--- config.mk ---
export PLATFORM = sky130hd
export DESIGN_NAME = axi_master_arbiter
export DESIGN_NICKNAME = d
export VERILOG_FILES = /design/src/rtl/axi_master_arbiter.sv
export SDC_FILE = /design/constraint.sdc
export NUM_CORES = 1
export LEC_CHECK = 0
export CAP_MARGIN = 20
export CORE_MARGIN = 2
export CORE_UTILIZATION = 44
export DETAILED_ROUTE_END_ITERATION = 6
export GPL_ROUTABILITY_DRIVEN = 0
export HOLD_SLACK_MARGIN = 0.06
export PLACE_DENSITY = 0.93
export SLEW_MARGIN = 20
export SYNTH_ARGS = -nofsm -noshare
export SYNTH_HDL_FRONTEND = slang
export SYNTH_SLANG_ARGS = --single-unit
--- constraint.sdc ---
create_clock -name ACLK -period 2.9 [get_ports ACLK]
set_clock_uncertainty 0.2 [all_clocks]
set_input_delay 0.58 -clock ACLK [delete_from_list [all_inputs] [get_ports ACLK]]
set_output_delay 0.58 -clock ACLK [all_outputs]
set_load 0.03 [all_outputs]
--- src/rtl/axi_master_arbiter.sv ---
// axi_master_arbiter
//   Two-requester arbiter/sequencer in front of the AXI4-lite master's
//   master-side interface. Requester 0 is instruction fetch, requester 1 is
//   data load/store. One requester is selected, its command is latched and
//   held while the master runs, then read data and response are returned to
//   that requester as a one-cycle completion pulse.
//
// Ports
//   ACLK, ARESETn            clock, asynchronous active-low reset
//   rN_access/rd0_wr1/addr/
//   wdata/strobe (N=0,1)     requester command, held until rN_done
//   rN_done/rdata/resp       one-cycle completion with read data and response
//   M_access/rd0_wr1/addr/
//   write_data/write_strobe  latched command and access strobe to the master
//   ready_M, read_data_M,
//   read_data_valid_M,resp_M master status and return data
//   busy                     high whenever the sequencer is not idle
//
// Parameters
//   PRIO_MODE  0 = round-robin, 1 = fixed priority with requester 1 winning
//
// state  | meaning
// IDLE   | waiting for a request while the master is ready; grants on entry to ISSUE
// ISSUE  | M_access high for one cycle so the idle master samples the command
// WAIT   | master busy; response and read data captured until ready_M returns
// RESP   | completion pulse to the granted requester, then back to IDLE

module axi_master_arbiter #(
  parameter int ADDR_WIDTH = 32,
  parameter int DATA_WIDTH = 32,
  parameter int PRIO_MODE  = 0
) (
  input  logic                  ACLK,
  input  logic                  ARESETn,
  input  logic                  r0_access,
  input  logic                  r0_rd0_wr1,
  input  logic [ADDR_WIDTH-1:0] r0_addr,
  input  logic [DATA_WIDTH-1:0] r0_wdata,
  input  logic [3:0]            r0_strobe,
  output logic                  r0_done,
  output logic [DATA_WIDTH-1:0] r0_rdata,
  output logic [1:0]            r0_resp,
  input  logic                  r1_access,
  input  logic                  r1_rd0_wr1,
  input  logic [ADDR_WIDTH-1:0] r1_addr,
  input  logic [DATA_WIDTH-1:0] r1_wdata,
  input  logic [3:0]            r1_strobe,
  output logic                  r1_done,
  output logic [DATA_WIDTH-1:0] r1_rdata,
  output logic [1:0]            r1_resp,
  output logic                  M_access,
  output logic                  M_rd0_wr1,
  output logic [ADDR_WIDTH-1:0] M_addr,
  output logic [DATA_WIDTH-1:0] M_write_data,
  output logic [3:0]            M_write_strobe,
  input  logic                  ready_M,
  input  logic [DATA_WIDTH-1:0] read_data_M,
  input  logic                  read_data_valid_M,
  input  logic [1:0]            resp_M,
  output logic                  busy
);

  typedef enum logic [1:0] {S_IDLE, S_ISSUE, S_WAIT, S_RESP} state_e;

  state_e                state_q;
  logic                  last_grant_q;
  logic                  gnt_q;
  logic                  m_access_q;
  logic                  m_wr_q;
  logic [ADDR_WIDTH-1:0] m_addr_q;
  logic [DATA_WIDTH-1:0] m_wdata_q;
  logic [3:0]            m_strb_q;
  logic [DATA_WIDTH-1:0] rdata_q;
  logic [1:0]            resp_q;
  logic [1:0]            done_q;
  logic [DATA_WIDTH-1:0] r0_rdata_q;
  logic [DATA_WIDTH-1:0] r1_rdata_q;
  logic [1:0]            r0_resp_q;
  logic [1:0]            r1_resp_q;
  logic                  busy_q;

  logic                  any_req_d;
  logic                  win_d;
  logic                  sel_wr_d;
  logic [ADDR_WIDTH-1:0] sel_addr_d;
  logic [DATA_WIDTH-1:0] sel_wdata_d;
  logic [3:0]            sel_strb_d;
  logic [DATA_WIDTH-1:0] rdata_fin_d;

  always_comb begin
    any_req_d = r0_access | r1_access;
    // Round-robin tie goes to the requester that was not served last.
    if (PRIO_MODE == 1)
      win_d = r1_access;
    else if (r0_access && r1_access)
      win_d = ~last_grant_q;
    else
      win_d = r1_access;

    sel_wr_d    = win_d ? r1_rd0_wr1 : r0_rd0_wr1;
    sel_addr_d  = win_d ? r1_addr    : r0_addr;
    sel_wdata_d = win_d ? r1_wdata   : r0_wdata;
    sel_strb_d  = win_d ? r1_strobe  : r0_strobe;

    // Read data arriving in the same cycle as ready_M is forwarded directly.
    if (m_wr_q)
      rdata_fin_d = '0;
    else if (read_data_valid_M)
      rdata_fin_d = read_data_M;
    else
      rdata_fin_d = rdata_q;
  end

  always_ff @(posedge ACLK or negedge ARESETn) begin
    if (!ARESETn) begin
      state_q      <= S_IDLE;
      last_grant_q <= 1'b1;
      gnt_q        <= 1'b0;
      m_access_q   <= 1'b0;
      m_wr_q       <= 1'b0;
      m_addr_q     <= '0;
      m_wdata_q    <= '0;
      m_strb_q     <= '0;
      rdata_q      <= '0;
      resp_q       <= '0;
      done_q       <= '0;
      r0_rdata_q   <= '0;
      r1_rdata_q   <= '0;
      r0_resp_q    <= '0;
      r1_resp_q    <= '0;
      busy_q       <= 1'b0;
    end else begin
      case (state_q)
        S_IDLE: begin
          if (ready_M && any_req_d) begin
            state_q    <= S_ISSUE;
            gnt_q      <= win_d;
            m_access_q <= 1'b1;
            busy_q     <= 1'b1;
            m_wr_q     <= sel_wr_d;
            m_addr_q   <= sel_addr_d;
            m_wdata_q  <= sel_wdata_d;
            m_strb_q   <= sel_strb_d;
            rdata_q    <= '0;
            resp_q     <= '0;
          end
        end
        S_ISSUE: begin
          state_q    <= S_WAIT;
          m_access_q <= 1'b0;
        end
        S_WAIT: begin
          // The last response seen while the master is busy is the final one.
          if (!ready_M)
            resp_q <= resp_M;
          if (read_data_valid_M)
            rdata_q <= read_data_M;
          if (ready_M) begin
            state_q <= S_RESP;
            if (gnt_q) begin
              done_q     <= 2'b10;
              r1_rdata_q <= rdata_fin_d;
              r1_resp_q  <= resp_q;
            end else begin
              done_q     <= 2'b01;
              r0_rdata_q <= rdata_fin_d;
              r0_resp_q  <= resp_q;
            end
          end
        end
        S_RESP: begin
          state_q      <= S_IDLE;
          last_grant_q <= gnt_q;
          busy_q       <= 1'b0;
          done_q       <= '0;
          r0_rdata_q   <= '0;
          r1_rdata_q   <= '0;
          r0_resp_q    <= '0;
          r1_resp_q    <= '0;
          m_wr_q       <= 1'b0;
          m_addr_q     <= '0;
          m_wdata_q    <= '0;
          m_strb_q     <= '0;
        end
        default: state_q <= S_IDLE;
      endcase
    end
  end

  assign r0_done        = done_q[0];
  assign r1_done        = done_q[1];
  assign r0_rdata       = r0_rdata_q;
  assign r1_rdata       = r1_rdata_q;
  assign r0_resp        = r0_resp_q;
  assign r1_resp        = r1_resp_q;
  assign M_access       = m_access_q;
  assign M_rd0_wr1      = m_wr_q;
  assign M_addr         = m_addr_q;
  assign M_write_data   = m_wdata_q;
  assign M_write_strobe = m_strb_q;
  assign busy           = busy_q;

endmodule

==> flow_summary.ini <==
[clock_tree]
cts_setup_buffers = 0
clock_tree.buffer_depth = 2
number_of_h_tree_levels = 4
number_of_buffers_created_by_cts = 17
cts_tree = yes
post_cts_resized = 0
cts.clk_slew.worst_paths_ps = 70
root_buffer = sky130_fd_sc_hd__clkbuf_16
clock_insertion_delay_worst_skew_ps = 420
sinks_on_clock_net = 179

[pwr]
leakage_nw = 5.26
combinationalPowerShare = 0.510
p_sw_w = 0.00547
power.switching_fraction = 0.406
p_clk_frac = 0.177
seq_power_share = 0.313
power.ir.vdd_worst_mv = 0.653
power_per_cell_area_nw_per_um2 = 1110
intPower_w = 0.00798

[floorplanning]
die_w_um = 138
core_region_area_um2 = 17800
die_area_um2 = 19100
height_of_the_die_um = 138
start_util = 0.445
floorplan.io_pins = 319
row_count = 49

[sta]
worst-slew-pin-transition_ps = 707
report.final.hold_viol_count = 0
slew-limit-headroom = 0.529
finalSetupViolations = 0
report.final.slew_viol_count = 0
maxClockFrequency_ghz = 0.415
min_period_ps = 2410
fin_setup_tns_ps = 0
grt_setup_unrepaired = no
hold_ws_ps = 291
fin_crit_sh = 0.830

[setup_path]
critical_path.max_stage_delay_ps = 810
critical_path.n_buffers_inverters = 1
timing.critical_path.from_type = register
path_max_fanout = 3
crit-reg2reg-capture = r1_rdata[23]
setup.reg_to_reg.worst_slack_ps = 540
cp.depth = 1
crit_arrival_ps = 1630
end_kind = output pin
path_class = register to output pin
startpoint = done_q[0]
critical_path_top_delay_cell = sky130_fd_sc_hd__clkdlybuf4s50_1
worst-r2r-cell-count = 4
cp.required_ps = 2120
cell_family_contributing_the_most_delay_on_the_critical_path = buffers and inverters
worst_r2r_startpoint = state_q[1]
crit_path_cell_trace = clkdlybuf4s50_1
worst_setup_path_endpoint = r0_done

[place]
post-place-cells = 1143
buffer_ports.inserted = 318
dp.final_hpwl_mm = 17.0

[synth]
post-synth-top-count-cell = sky130_fd_sc_hd__dfrtp_1
syn_inst = 615
synth_top_area_frac = 0.561
mappedNetlistArea_um2 = 7940
synth_area_per_cell_um2 = 12.9
synth_top_flop_cell = sky130_fd_sc_hd__dfrtp_1
yosysWarnings = 0
post_synth_main_area_contributors = sky130_fd_sc_hd__dfrtp_1, sky130_fd_sc_hd__o2bb2ai_1, sky130_fd_sc_hd__mux2_2
synth_edf_count = 0
synth_common_cells = sky130_fd_sc_hd__dfrtp_1, sky130_fd_sc_hd__o2bb2ai_1, sky130_fd_sc_hd__mux2i_1
synthesized_net_count = 799
post-synth-top-area-cell = sky130_fd_sc_hd__dfrtp_1
yosys.cell_types.count = 31
postSynth.asyncResetShare = 1.00
synth_seq_cells = 179
synth-seq-area-share = 0.564

[detailed_routing]
drt_drc_violations_left = 0
routed_wl_mm = 22.9
routed-via-count = 6267
detailedRoute.firstPassIterationCount = 4
ant_nets = 0
drt-vias-per-instance = 5.33
initialDrtViolationCount = 308
dr_wl_cell_um = 19.5

[status]
status = finished clean

[hold_path]
worstHoldPathType = register to register

[grt]
first_global_vias = 6822
antenna_found_initial = 0
gr_ovfl_total = 0
maximum_number_of_pins_on_one_net_before_global_route_repair = 61
grt_first_pass_wirelength_mm = 36.6
global_router_s_overall_resource_usage = 0.241

[finish]
area.growth.synth_to_final_pct = 52.8
final_cells = 1176
post_route_cells_drive_above_1_share = 0.153
design.final.nets = 1118
antenna_cells_inserted = 0
utilization = 0.680

[run]
maxCapViolations = 0
==> power by group through the flow <==
stage,Sequential (W),Clock (W),Combinational (W)
final,0.00421,0.00238,0.00686
after global routing,0.00433,0.00249,0.00725
after CTS,0.00420,0.00242,0.00691
after detailed placement,0.00420,0,0.00691
after global placement,0.00417,0,0.00672
after floorplan,0.00559,0,0.00265
==> timing repair <==
action / 4_1_cts / 5_1_grt
setup endpoints to repair: 0 / 0
endpoints found under the hold margin: 56 / 0
hold buffers: 1 / 0
==> kinds of logic after synthesis <==
kind of cell / after synthesis / share of synthesized area
compound gates: 151 / 0.149
fa+ha+maj: 6 / 0.00945
buf+inv: 54 / 0.0328
flops: 179 / 0.564
mux: 143 / 0.191
simple gates: 82 / 0.0528
==> worst min-delay path by stage <==
stage | cells after the start | slack (ps) | endpoint | start
after global placement | 1 | 270 | M_addr[5] | M_addr[5]
after CTS | 1 | 300 | rdata_q[19] | rdata_q[19]
final | 1 | 290 | M_write_data[10] | M_write_data[10]
after detailed placement | 1 | 270 | M_write_data[9] | M_write_data[9]
after floorplan | 0 | 80 | M_access | ARESETn
after global routing | 1 | 310 | M_addr[31] | M_addr[31]
==> metrics by stage <==
stage          cell area (um2)  total power (W)  setup slack, ps
4_1_cts                  12100           0.0135              469
6_report                 12100           0.0134              492
3_5_place_dp             11500           0.0111              251
2_1_floorplan             7940          0.00824              811
3_3_place_gp             11500           0.0109              346
5_1_grt                  12100           0.0141              402
==> state kept, by name, indices dropped and copies added (netlist names) <==
| signal | flops |
|---|---|
| M_access | 1 |
| M_addr | 32 |
| M_rd0_wr1 | 1 |
| M_write_data | 32 |
| M_write_strobe | 4 |
| busy | 1 |
| done_q | 2 |
| gnt_q | 1 |
| last_grant_q | 1 |
| r0_rdata | 32 |
| r0_resp | 2 |
| r1_rdata | 32 |
| r1_resp | 2 |
| rdata_q | 32 |
| resp_q | 2 |
| state_q | 2 |
==> cells in the final DEF, fill, tap and decap left out, types with 2 or more instances in the layout <==
cell type	netlist	layout
sky130_fd_sc_hd__buf_4	1	22
sky130_fd_sc_hd__clkinv_4	0	2
sky130_fd_sc_hd__inv_8	0	4
sky130_fd_sc_hd__o21ai_0	5	4
sky130_fd_sc_hd__dfrtp_1	178	178
sky130_fd_sc_hd__bufinv_16	0	2
sky130_fd_sc_hd__inv_1	6	6
sky130_fd_sc_hd__mux2_2	71	71
sky130_fd_sc_hd__mux2i_1	72	72
sky130_fd_sc_hd__nand2_1	34	34
sky130_fd_sc_hd__ha_1	6	6
sky130_fd_sc_hd__clkbuf_16	0	17
sky130_fd_sc_hd__nor2_1	3	3
sky130_fd_sc_hd__o2bb2ai_1	103	103
sky130_fd_sc_hd__a21oi_1	34	33
sky130_fd_sc_hd__nor2b_1	6	6
sky130_fd_sc_hd__nand3_1	3	3
sky130_fd_sc_hd__clkdlybuf4s50_1	0	316
sky130_fd_sc_hd__inv_6	0	6
sky130_fd_sc_hd__nand2b_1	32	31
sky130_fd_sc_hd__buf_12	0	7
==> layer usage <==
| metal | share of wire | wire, um | GRT usage | vias up |
|---|---|---|---|---|
| met1 | 0.40 | 9280 | 0.302 | 3104 |
| met5 | 0 | 0 | 0 | - |
| li1 | - | - | - | 2897 |
| met2 | 0.50 | 11600 | 0.405 | 226 |
| met3 | 0.061 | 1400 | 0.0603 | 40 |
| met4 | 0.029 | 668 | 0.0913 | 0 |
==> final cells by class <==
cell class                      instances  area (um2)
Fill cell                            1264        5710
Timing Repair Buffer                  348        3490
Tap cell                              229         287
Multi-Input combinational cell        382        3240
Clock buffer                           17         425
Clock inverter                         15         183
Inverter                                6        22.5
Sequential cell                       179        4480
(Power assumes the default switching activity.)
